## config.mk

```make
export PLATFORM = sky130hd
export DESIGN_NAME = pipeline_hazard_ctrl
export DESIGN_NICKNAME = d
export VERILOG_FILES = /design/src/rtl/pipeline_hazard_ctrl.sv
export SDC_FILE = /design/constraint.sdc
export NUM_CORES = 1
export LEC_CHECK = 0
export ABC_AREA = 1
export CORE_UTILIZATION = 40
export CTS_BUF_LIST = sky130_fd_sc_hd__clkbuf_16
export DETAILED_ROUTE_END_ITERATION = 6
export MAX_ROUTING_LAYER = met4
export PLACE_DENSITY = 0.63
export SYNTH_ARGS = -nofsm -noshare
export SYNTH_HDL_FRONTEND = slang
export SYNTH_SLANG_ARGS = --single-unit
```

## constraint.sdc

```tcl
create_clock -name clk -period 3.15 [get_ports clk]
set_input_delay 0.4725 -clock clk [delete_from_list [all_inputs] [get_ports clk]]
set_output_delay 0.4725 -clock clk [all_outputs]
set_load 0.03 [all_outputs]
```

## src/rtl/pipeline_hazard_ctrl.sv

```systemverilog
// pipeline_hazard_ctrl: hazard, stall, flush and forwarding controller for a 5-stage IF/ID/EX/MEM/WB pipeline.
// Latency: all control and forwarding outputs are combinational from the inputs and the current state. Perf counters update at the clock edge.
// Backpressure: a data-memory wait freezes ID/EX..MEM/WB and holds PC and IF/ID. A load-use or RAW stall holds PC and IF/ID and bubbles ID/EX.
// Ports:
//   clk, reset                     clock, synchronous active-high reset
//   id_rs1/id_rs2/id_uses_rs2      sources of the instruction in ID
//   ex_rs1/ex_rs2/ex_rd            ID/EX register fields
//   ex_mem_read/ex_reg_write       ID/EX flags
//   mem_rd/mem_reg_write           EX/MEM destination
//   wb_rd/wb_reg_write             MEM/WB destination
//   mem_access/dmem_ready          EX/MEM data-memory handshake
//   branch_taken                   taken branch resolved in BRANCH_STAGE
//   pc_write/ifid_write            front-end enables
//   idex_bubble/freeze/flush       pipeline register controls
//   forward_a/forward_b            EX operand mux selects
//   stall_cycles/flush_events      saturating perf counters
module pipeline_hazard_ctrl #(
  parameter int REG_AW          = 5,
  parameter int BRANCH_STAGE    = 3,
  parameter int LOAD_USE_STALLS = 1,
  parameter int FWD_ENABLE      = 1,
  parameter int CNT_W           = 32
) (
  input  logic              clk,
  input  logic              reset,
  input  logic [REG_AW-1:0] id_rs1,
  input  logic [REG_AW-1:0] id_rs2,
  input  logic              id_uses_rs2,
  input  logic [REG_AW-1:0] ex_rs1,
  input  logic [REG_AW-1:0] ex_rs2,
  input  logic [REG_AW-1:0] ex_rd,
  input  logic              ex_mem_read,
  input  logic              ex_reg_write,
  input  logic [REG_AW-1:0] mem_rd,
  input  logic              mem_reg_write,
  input  logic [REG_AW-1:0] wb_rd,
  input  logic              wb_reg_write,
  input  logic              mem_access,
  input  logic              dmem_ready,
  input  logic              branch_taken,
  output logic              pc_write,
  output logic              ifid_write,
  output logic              idex_bubble,
  output logic              freeze,
  output logic [2:0]        flush,
  output logic [1:0]        forward_a,
  output logic [1:0]        forward_b,
  output logic [CNT_W-1:0]  stall_cycles,
  output logic [CNT_W-1:0]  flush_events
);

  typedef enum logic [1:0] {
    RUN      = 2'd0,
    LU_STALL = 2'd1,
    MEM_WAIT = 2'd2
  } state_t;

  // An EX-resolved branch has nothing younger in EX/MEM to kill.
  localparam logic [2:0]       FLUSH_BR  = (BRANCH_STAGE == 2) ? 3'b011 : 3'b111;
  localparam logic [2:0]       LU_RELOAD = 3'(LOAD_USE_STALLS - 1);
  localparam logic [CNT_W-1:0] CNT_ONE   = CNT_W'(1);

  state_t     state, state_nxt;
  logic [2:0] scnt, scnt_nxt;

  logic ex_hit, mem_hit, lu, raw, mem_stall;

  // x0 is never a hazard: every match requires a nonzero destination.
  always_comb begin
    ex_hit  = ex_reg_write & (ex_rd != '0) &
              ((ex_rd == id_rs1) | (id_uses_rs2 & (ex_rd == id_rs2)));
    mem_hit = mem_reg_write & (mem_rd != '0) &
              ((mem_rd == id_rs1) | (id_uses_rs2 & (mem_rd == id_rs2)));
    lu        = ex_mem_read & ex_hit;
    // WB-stage producers are covered by the write-first register file.
    raw       = (FWD_ENABLE == 0) & (ex_hit | mem_hit);
    mem_stall = mem_access & ~dmem_ready;
  end

  always_comb begin
    state_nxt   = state;
    scnt_nxt    = scnt;
    pc_write    = 1'b1;
    ifid_write  = 1'b1;
    idex_bubble = 1'b0;
    freeze      = 1'b0;
    flush       = 3'b000;
    if (reset) begin
      pc_write    = 1'b0;
      ifid_write  = 1'b0;
      idex_bubble = 1'b1;
      flush       = 3'b111;
      state_nxt   = RUN;
      scnt_nxt    = 3'd0;
    end else if (state == MEM_WAIT && !dmem_ready) begin
      freeze     = 1'b1;
      pc_write   = 1'b0;
      ifid_write = 1'b0;
    end else if (state == LU_STALL) begin
      if (mem_stall) begin
        // The memory wait outranks the remaining bubbles; ID is re-checked afterwards.
        freeze     = 1'b1;
        pc_write   = 1'b0;
        ifid_write = 1'b0;
        state_nxt  = MEM_WAIT;
        scnt_nxt   = 3'd0;
      end else if (branch_taken) begin
        flush     = FLUSH_BR;
        state_nxt = RUN;
        scnt_nxt  = 3'd0;
      end else begin
        pc_write    = 1'b0;
        ifid_write  = 1'b0;
        idex_bubble = 1'b1;
        if (scnt <= 3'd1) begin
          state_nxt = RUN;
          scnt_nxt  = 3'd0;
        end else begin
          scnt_nxt = scnt - 3'd1;
        end
      end
    end else begin
      // RUN, or the MEM_WAIT cycle in which the access completes. In that cycle the
      // pipeline advances again, so a branch held during the wait is acted on here.
      state_nxt = RUN;
      if (mem_stall) begin
        freeze     = 1'b1;
        pc_write   = 1'b0;
        ifid_write = 1'b0;
        state_nxt  = MEM_WAIT;
      end else if (branch_taken) begin
        flush = FLUSH_BR;
      end else if (lu || raw) begin
        pc_write    = 1'b0;
        ifid_write  = 1'b0;
        idex_bubble = 1'b1;
        // The first bubble is this cycle; LU_STALL supplies the rest.
        if (lu && LOAD_USE_STALLS > 1) begin
          state_nxt = LU_STALL;
          scnt_nxt  = LU_RELOAD;
        end
      end
    end
  end

  // EX/MEM wins over MEM/WB because it holds the younger value.
  always_comb begin
    forward_a = 2'b00;
    forward_b = 2'b00;
    if (FWD_ENABLE != 0 && !reset) begin
      if (mem_reg_write && mem_rd != '0 && mem_rd == ex_rs1)
        forward_a = 2'b10;
      else if (wb_reg_write && wb_rd != '0 && wb_rd == ex_rs1)
        forward_a = 2'b01;
      if (mem_reg_write && mem_rd != '0 && mem_rd == ex_rs2)
        forward_b = 2'b10;
      else if (wb_reg_write && wb_rd != '0 && wb_rd == ex_rs2)
        forward_b = 2'b01;
    end
  end

  always_ff @(posedge clk) begin
    if (reset) begin
      state        <= RUN;
      scnt         <= 3'd0;
      stall_cycles <= '0;
      flush_events <= '0;
    end else begin
      state <= state_nxt;
      scnt  <= scnt_nxt;
      if (!pc_write && stall_cycles != '1)
        stall_cycles <= stall_cycles + CNT_ONE;
      if (flush != 3'b000 && flush_events != '1)
        flush_events <= flush_events + CNT_ONE;
    end
  end

endmodule
```

After elaboration in Yosys (flattened, before gate mapping)

Index checks and enable logic that the tools add are counted.

Add/sub/neg operators: 3
Multipliers: 0
Div/mod/pow operators: 0
Order comparisons: 1
Equality and inequality tests: 11
Shift-type cells: 0
Muxes and demuxes: 37
Bitwise operators: 8
Reduce and logical (&&, ||, !) cells: 17

Operators with widths:

| operator                                               | number |
|---|---|
| adder 32 x 1 -> 32 bit (second input constant)         | 2 |
| inequality test 32 bit (second input constant)         | 2 |
| equality test 5 bit                                    | 6 |
| 2-to-1 mux 1 bit                                       | 21 |
| 2-to-1 mux 3 bit                                       | 7 |
| 2-to-1 mux 2 bit                                       | 9 |
| nonzero test 5 bit                                     | 3 |
| logical AND 1 bit                                      | 9 |
| AND 1 bit                                              | 5 |
| inequality test 4 x 3 -> 1 bit (second input constant) | 1 |
| AND reduction 2 bit                                    | 2 |
| <= comparator 3 x 1 -> 1 bit (second input constant)   | 1 |
| nonzero test 3 bit                                     | 1 |
| subtractor 3 x 1 -> 3 bit (second input constant)      | 1 |
| equality test 2 x 1 -> 1 bit (second input constant)   | 1 |
| equality test 2 bit (second input constant)            | 1 |
| zero test 1 bit                                        | 2 |
| NOT 1 bit                                              | 2 |
| bitwise OR 1 bit                                       | 1 |

Register bits after elaboration: 69
Bits in latches: 0
Bits in writable memories: 0
ROM bits: 0
Input bits: 45
Output and inout port bits: 75
Word-level logic and storage cells: 81
Memories: 0

Longest topological paths before layout

Gate-level depths: netlist (run 1).

Depth after elaboration: 13
Mapped depth: 13
Gate-level depth less buffers: 12

Least setup slack after synthesis (run 1)

OpenSTA, ideal clock, no wires.

Path type: input to output
Start: input dmem_ready
End: output flush[1]
Arrival time: 1956 ps
Required time: 2677 ps
Slack: 721 ps
Stages on the path: 5
Buffers on the path: 1
Path through: inv_1 nand2_1 nand2_1 o21ai_0 buf_4

Cells in the longest elaborated chain, start to end: 5
Elaborated cells between the ends (all ways): 7

Ends and longest elaborated chain:

| what                 | RTL line | text |
|---|---|---|
| start, declared      | 39       | `input logic dmem_ready,` |
| NOT 1 bit            | 77       | `mem_stall = mem_access & ~dmem_ready;` |
| AND 1 bit            | 77       |  |
| 2-to-1 mux 3 bit     | 100, 126 |  |
| 2-to-1 mux 3 bit (*) | 95       | `end else if (state == MEM_WAIT && !dmem_ready) begin` |
| 2-to-1 mux 3 bit (*) | 88       | `if (reset) begin` |
| end, declared        | 45       | `output logic [2:0] flush,` |

Every way passes the cells marked *; elsewhere a longest branch is shown, timed or not.

Worst setup path after layout (run 1)

Start: input mem_rd[2]
End: output forward_a[0]

Cells in the longest elaborated chain, start to end: 5
Elaborated cells between the ends (all ways): 6

Ends and longest elaborated chain:

| what                  | RTL line | text |
|---|---|---|
| start, declared       | 34       | `input logic [REG_AW-1:0] mem_rd,` |
| nonzero test 5 bit    | 151      | `if (mem_reg_write && mem_rd != '0 && mem_rd == ex_rs1)` |
| logical AND 1 bit     | 151      |  |
| logical AND 1 bit (*) | 151      |  |
| 2-to-1 mux 2 bit (*)  | 151      |  |
| 2-to-1 mux 2 bit (*)  | 150      | `if (FWD_ENABLE != 0 && !reset) begin` |
| end, declared         | 46       | `output logic [1:0] forward_a,` |

Marks and branches as above.

==> flow_summary_export.csv, run 1 <==
group,metric,value,unit
run_status,status,"complete, no violations",
final_layout,layout_commonest_cell,"nand2_1",
power,p_leak,0.002263,µW
yosys,yosys_register_bits,65,
die,dieArea,12150,µm²
grt,grt_max_degree,54,
final_layout,diodes,0,
yosys,synth_fp_nets,840,
die,io-pin-count,120,
yosys,ys_warn_count,0,
min_path,min_path_type,"reg -> reg",
sta,setup_slack,0.1457,ns
drt,wl,14270,µm
drt,drc,0,
grt,grt-ovfl-total,0,
worst_setup_path,crit_type,"in -> out",
worst_setup_path,start_kind,"input port",
worst_setup_path,r2r_cells,12,
grt,grt_usage,0.2513,
yosys,yosys.cell_types.count,33,
clock_network,cts_buffers,9,
yosys,ys_seq_area_frac,0.2777,
yosys,synth_area,4686,µm²
place,port_buffers,119,
worst_setup_path,crit_path_max_fanout,3,
die,die_w,110.2,µm
final_layout,instances_no_fill,1050,
clock_network,clock_path_buffers,2,
die,rows,39,
power,ir_worst_vdd,295.6,µV
sta,hold_violations,0,
worst_setup_path,reg2reg_to,"flush_events[18]$_SDFFE_PP0P_",
clock_network,cts_hold_buf,0,
place,dp_cells,1034,
sta,fmax,332.9,MHz
power,seq_power_share,0.401,
worst_setup_path,reg2reg_slack,0.65,ns
drt,drt_iter0_drc,318,
final_layout,drive_gt1_frac,0.04190,
min_path,worstHoldStart,"flush_events[22]$_SDFFE_PP0P_",
clock_network,cts_resized,0,
sta,clock_skew,0.007579,ns
place,dp_hpwl,10570,µm
worst_setup_path,cp.arrival,2.53,ns
min_path,min_to,"flush_events[22]$_SDFFE_PP0P_",
power,switching_share,0.2643,
drt,viasPerCell,5.026,
sta,timing.final.crit_period,3.004,ns
power,power_density,337.9,nW/µm²
clock_network,cts_tree,"built",
power,switchingPower,553.9,µW
die,core-area,11420,µm²
sta,finalMaxSlewViolations,0,
sta,setup_viol,0,
sta,rsz0062_at_grt,"false",
place,routabilityCongestion,0.9319,
yosys,syn_inst,793,
run,cap_violations,0,
drt,wl_per_cell,13.59,µm
yosys,postSynthAreaPerCell,5.909,µm²
worst_setup_path,r2r-start,"flush_events[1]$_SDFFE_PP0P_",
final_layout,areaGrowthSynthToFinish,32.36,%
power,clockPowerShare,0.477,
sta,setup_tns,0,ns
drt,antenna_left,0,
clock_network,postCtsSetupBuffers,0,
power,internal_power,1542,µW
grt,antenna_found_initial,0,
place,dp_slack,0.1733,ns
die,initial_core_util,0.4104,
min_path,hold_depth,2,
drt,dr.pass1.iters,6,
sta,period_share,0.9538,
grt,grt_pass1_wl,22960,µm
worst_setup_path,critPathCaptureType,"output port",
final_layout,finalNetCount,949,
die,die_h,110.2,µm
clock_network,htree_levels,3,
clock_network,cts.sinks,65,
clock_network,path_clk_slew,0.06,ns
clock_network,insertion_delay,0.34,ns
sta,worst_pin_slew,0.6221,ns
drt,vias,5277,
power,pwr-share-comb,0.123,
grt,grt_pass1_vias,4788,
sta,max_slew_margin,0.5853,
clock_network,cts_root_buf,"clkbuf_16",
final_layout,final_cell_mix,"nand2_1, clkdlybuf4s50_1, nor2_1",
worst_setup_path,critical_path_required,2.68,ns
## final cells by class
type	instances	area [µm²]
fill	1189	5216
clock buffer	9	225.2
clock inverter	7	62.56
inverter	68	255.2
tap	143	178.9
sequential	65	1301
multi-input combinational	635	2973
timing repair buffer	123	1206
## how the worst max path moves through the flow
| stage | from | to | slack [ns] |
|---|---|---|---|
| 2_1_floorplan | dmem_ready | flush[1] | 0.72 |
| 3_3_place_gp | mem_rd[2] | forward_a[0] | 0.21 |
| 3_5_place_dp | mem_rd[2] | forward_a[0] | 0.17 |
| 4_1_cts | mem_rd[2] | forward_a[0] | 0.14 |
| 5_1_grt | mem_rd[2] | forward_a[0] | 0.02 |
| 6_report | mem_rd[2] | forward_a[0] | 0.15 |
## critical path, stage by stage
cell and delay, ns:
clkdlybuf4s50_1 0.46, or2_2 0.31, o41ai_1 0.26, inv_1 0.11, nand2_1 0.09, inv_1 0.04, nor2_1 0.10, clkdlybuf4s50_1 0.68
## cells by family after synthesis
| logic type | after synthesis | synth area share |
|---|---|---|
| compound gates | 75 | 0.08438 |
| fa+ha+maj | 2 | 0.005340 |
| buf+inv | 93 | 0.08785 |
| xor+xnor | 39 | 0.07290 |
| flops | 65 | 0.2777 |
| simple gates | 519 | 0.4718 |
## sequential cells by signal, indices dropped and copies added, names as in the netlist
register	cells
state	1
flush_events	32
stall_cycles	32
## synth_stat cells
master | number | area [µm²]
a211oi_1 | 2 | 15.01
a21oi_1 | 55 | 275.3
buf_1 | 1 | 3.750
buf_2 | 5 | 25.02
buf_4 | 5 | 37.54
buf_6 | 5 | 56.30
clkbuf_1 | 9 | 33.78
dfxtp_1 | 65 | 1301
ha_1 | 2 | 25.02
inv_1 | 66 | 247.7
inv_2 | 2 | 7.510
nand2_1 | 294 | 1104
nand2_2 | 1 | 6.260
nand2_4 | 2 | 22.52
nand3_1 | 55 | 275.3
nand3_2 | 3 | 30.03
nand3b_1 | 20 | 150.1
nand4_1 | 6 | 37.54
nor2_1 | 110 | 412.9
nor2_2 | 3 | 18.77
nor2_4 | 2 | 22.52
nor3_1 | 16 | 80.08
nor3_2 | 1 | 10.01
nor3b_1 | 3 | 22.52
nor4_1 | 2 | 12.51
o21ai_0 | 11 | 55.05
o21ai_1 | 1 | 5.000
o21bai_1 | 2 | 15.01
o22ai_1 | 2 | 12.51
o41ai_1 | 2 | 17.52
or2_2 | 1 | 6.260
xnor2_1 | 15 | 131.4
xor2_1 | 24 | 210.2
## metal layers
layer,track usage,wire (µm),vias up
met5,-,0,-
met4,0.09774,295,0
met3,0.04468,759,21
met2,0.3768,6228,157
met1,0.3349,6989,2370
li1,-,-,2729
## power by group through the flow
stage	registers (µW)	clock network (µW)	logic [µW]
final	839	999	257
after global routing	841	1040	279
after CTS	839	1010	258
after detailed placement	857	0	257
after global placement	857	0	253
after floorplan	868	0	136
## through the flow
stage / hold slack, ns / util / cell area [µm²] / total power (µW)
floorplan: 0.4727 / - / 4686 / 1004
global placement: 0.4856 / 0.5180 / 5914 / 1109
detailed placement: 0.5009 / 0.5180 / 5914 / 1114
CTS: 0.5104 / 0.5432 / 6202 / 2108
global route: 0.5342 / 0.5432 / 6202 / 2161
finish: 0.5086 / 0.5432 / 6202 / 2096
Power figures use the tool's default switching activity.
==> inputs of run 2 (changes only) <==
ABC_AREA = unset   (was 1)
CAP_MARGIN = 20   (was unset)
CORE_UTILIZATION = 50   (was 40)
PLACE_DENSITY = 0.82   (was 0.63)
==> run 2 against run 1 <==
Compared with the run above:
- critical path depth decreased by 3
- cell count decreased by 38%
- largest cell class unchanged
- utilization increased by 21 points
- sequential power increased by 0.5%
- combinational power decreased by 2%
- synthesized cell count decreased by 45%
- clock skew increased by 0.0022 ns
==> flow_summary_export.csv, run 2 <==
group,metric,value,unit
worst_setup_path,r2r-start,"stall_cycles[15]$_SDFFE_PP0P_",
sta,fmax,341.4,MHz
yosys,yosys.cell_types.count,49,
worst_setup_path,start_kind,"input port",
clock_network,path_clk_slew,0.05,ns
clock_network,cts_tree,"built",
die,die_w,87.26,µm
grt,grt_pass1_wl,15310,µm
die,dieArea,7614,µm²
place,dp_hpwl,7159,µm
die,io-pin-count,120,
sta,period_share,0.9298,
clock_network,htree_levels,3,
grt,grt_usage,0.2644,
worst_setup_path,path_cells,"clkdlybuf4s50_1 -> or4_1 -> o21ai_1 -> nor4_1 -> clkdlybuf4s50_1",
sta,setup_viol,0,
worst_setup_path,slowest_delay,0.61,ns
yosys,synth_fp_nets,480,
final_layout,diodes,0,
die,die_h,87.26,µm
grt,grt-ovfl-total,0,
place,port_buffers,119,
final_layout,layout_commonest_cell,"clkdlybuf4s50_1",
die,initial_core_util,0.5263,
clock_network,cts_root_buf,"clkbuf_16",
drt,wl,9687,µm
sta,max_slew_margin,0.5167,
worst_setup_path,critPathCaptureType,"output port",
yosys,async_flop_share,0,
yosys,syn_inst,433,
yosys,ys.flop_type,"dfxtp_1",
clock_network,cts.sinks,65,
sta,setup_tns,0,ns
drt,drt_iter0_drc,216,
yosys,synth_area,3635,µm²
grt,antenna_found_initial,0,
final_layout,finalNetCount,602,
worst_setup_path,slowest_stage,"clkdlybuf4s50_1",
yosys,ys_seq_area_frac,0.3580,
die,core-area,6907,µm²
final_layout,layout.area.seq,1301,µm²
drt,viasPerCell,5.674,
final_layout,fin_util,0.7516,
yosys,yosys-top-cells-area,"dfxtp_1, xor2_1, xnor2_1",
final_layout,areaGrowthSynthToFinish,42.82,%
clock_network,postCtsSetupBuffers,0,
yosys,yosysTopAreaCell,"dfxtp_1",
final_layout,n_fill_cell,547,
power,power_density,399.7,nW/µm²
worst_setup_path,crit_type,"in -> out",
drt,antenna_left,0,
grt,grt_pass1_vias,3364,
min_path,min_path_type,"reg -> reg",
drt,dr.pass1.iters,4,
final_layout,drive_gt1_frac,0.07321,
final_layout,final_cell_mix,"clkdlybuf4s50_1, dfxtp_1, nor2_1",
yosys,yosys_register_bits,65,
final_layout,multi_input_area,2210,µm²
drt,vias,3722,
sta,timing.final.crit_period,2.929,ns
drt,drc,0,
worst_setup_path,critical-path-top-delay-family,"buffers and inverters",
grt,grt_max_degree,38,
yosys,postSynthAreaPerCell,8.394,µm²
place,routabilityCongestion,0.9363,
power,p_leak,0.001742,µW
sta,clock_skew,0.009749,ns
clock_network,cts_buffers,9,
sta,whs,0.5011,ns
worst_setup_path,crit_path_max_fanout,3,
drt,wl_per_cell,14.77,µm
run_status,status,"complete, no violations",
sta,finalMaxSlewViolations,0,
sta,rsz0062_at_grt,"false",
clock_network,cts_hold_buf,0,
clock_network,cts_resized,0,
yosys,ys_warn_count,0,
power,power,2075,µW
worst_setup_path,critPathMostFrequentCell,"clkdlybuf4s50_1",
clock_network,clock_path_buffers,2,
worst_setup_path,critPathBufInv,2,
yosys,yosysMostFrequentCell,"dfxtp_1",
clock_network,insertion_delay,0.33,ns
yosys,synth-edff-count,0,
min_path,worstHoldStart,"stall_cycles[27]$_SDFFE_PP0P_",
worst_setup_path,critical_path_required,2.68,ns
worst_setup_path,crit_start,"mem_rd[2]",
run,cap_violations,0,
worst_setup_path,cp.arrival,2.46,ns
sta,hold_violations,0,
final_layout,top_regs,"flush_events x32, stall_cycles x32, state x1",
sta,worst_pin_slew,0.7184,ns
die,rows,30,
yosys,synth_top_area_share,0.3580,
yosys,synth_common_cells,"dfxtp_1, nor2_1, xor2_1, nand3_1, xnor2_1",
power,ir_worst_vdd,256.7,µV
run 2: cell types whose count changed in the layout (fill, tap and decap cells not counted), moves of 19 or more:
cell,previous run,this run
a21oi_1,55,22
inv_1,67,6
nand2_1,294,25
nand3_1,55,32
nand3b_1,20,1
nor2_1,110,50
run 2: final timing paths:
path,end,slack [ns],cells past startpoint
worst max-delay path,forward_b[1],0.22,5
worst max register to register,stall_cycles[22]$_SDFFE_PP0P_,0.74,6
worst min register to register,stall_cycles[27]$_SDFFE_PP0P_,0.50,2
worst min-delay path,stall_cycles[27]$_SDFFE_PP0P_,0.50,2
run 2: stage by stage:
step	cells	worst slack [ns]	instance area, µm²
4_1_cts	656	0.1333	5191
6_report	656	0.2213	5191
3_3_place_gp	640	0.2336	4895
3_5_place_dp	640	0.1435	4895
2_1_floorplan	433	0.2896	3635
5_1_grt	656	0.07643	5191
run 2: kinds of logic (layout without fill, tap and decap cells):
kind of cell    count (synthesis)  count (layout)  synth area share
compound gates                 57              57            0.1005
buf+inv                        22             149           0.03408
simple gates                  215             215            0.3225
flops                          65              65            0.3580
mux                             6               6           0.01893
xor+xnor                       66              66            0.1590
fa+ha+maj                       2               2          0.006884
run 2: layout make-up:
type                            count  share of cell area
Clock buffer                        9             0.04338
Clock inverter                      7             0.01374
Inverter                            6            0.004338
Multi-Input combinational cell    346              0.4256
Sequential cell                    65              0.2507
Tap cell                           96             0.02314
Timing Repair Buffer              127              0.2391
run 2: power breakdown:
group / internal, µW / switching, µW
Clock: 611 / 367
Sequential: 831 / 12.2
Combinational: 122 / 131
run 2: routing by layer:
layer	vias to the layer above	part of all wire	global-route usage
met1	1753	0.42	0.3102
met2	139	0.49	0.4339
met4	0	0.018	0.09091
met5	-	0	-
met3	17	0.077	0.07488
li1	1813	-	-
run 2: worst reg2reg max path: stages (launching register included):
cell	delay [ns]
dfxtp_1	0.43
nand4_1	0.19
or4_4	0.58
o32a_4	0.44
nand2_4	0.25
nor3_2	0.11
mux2_4	0.30
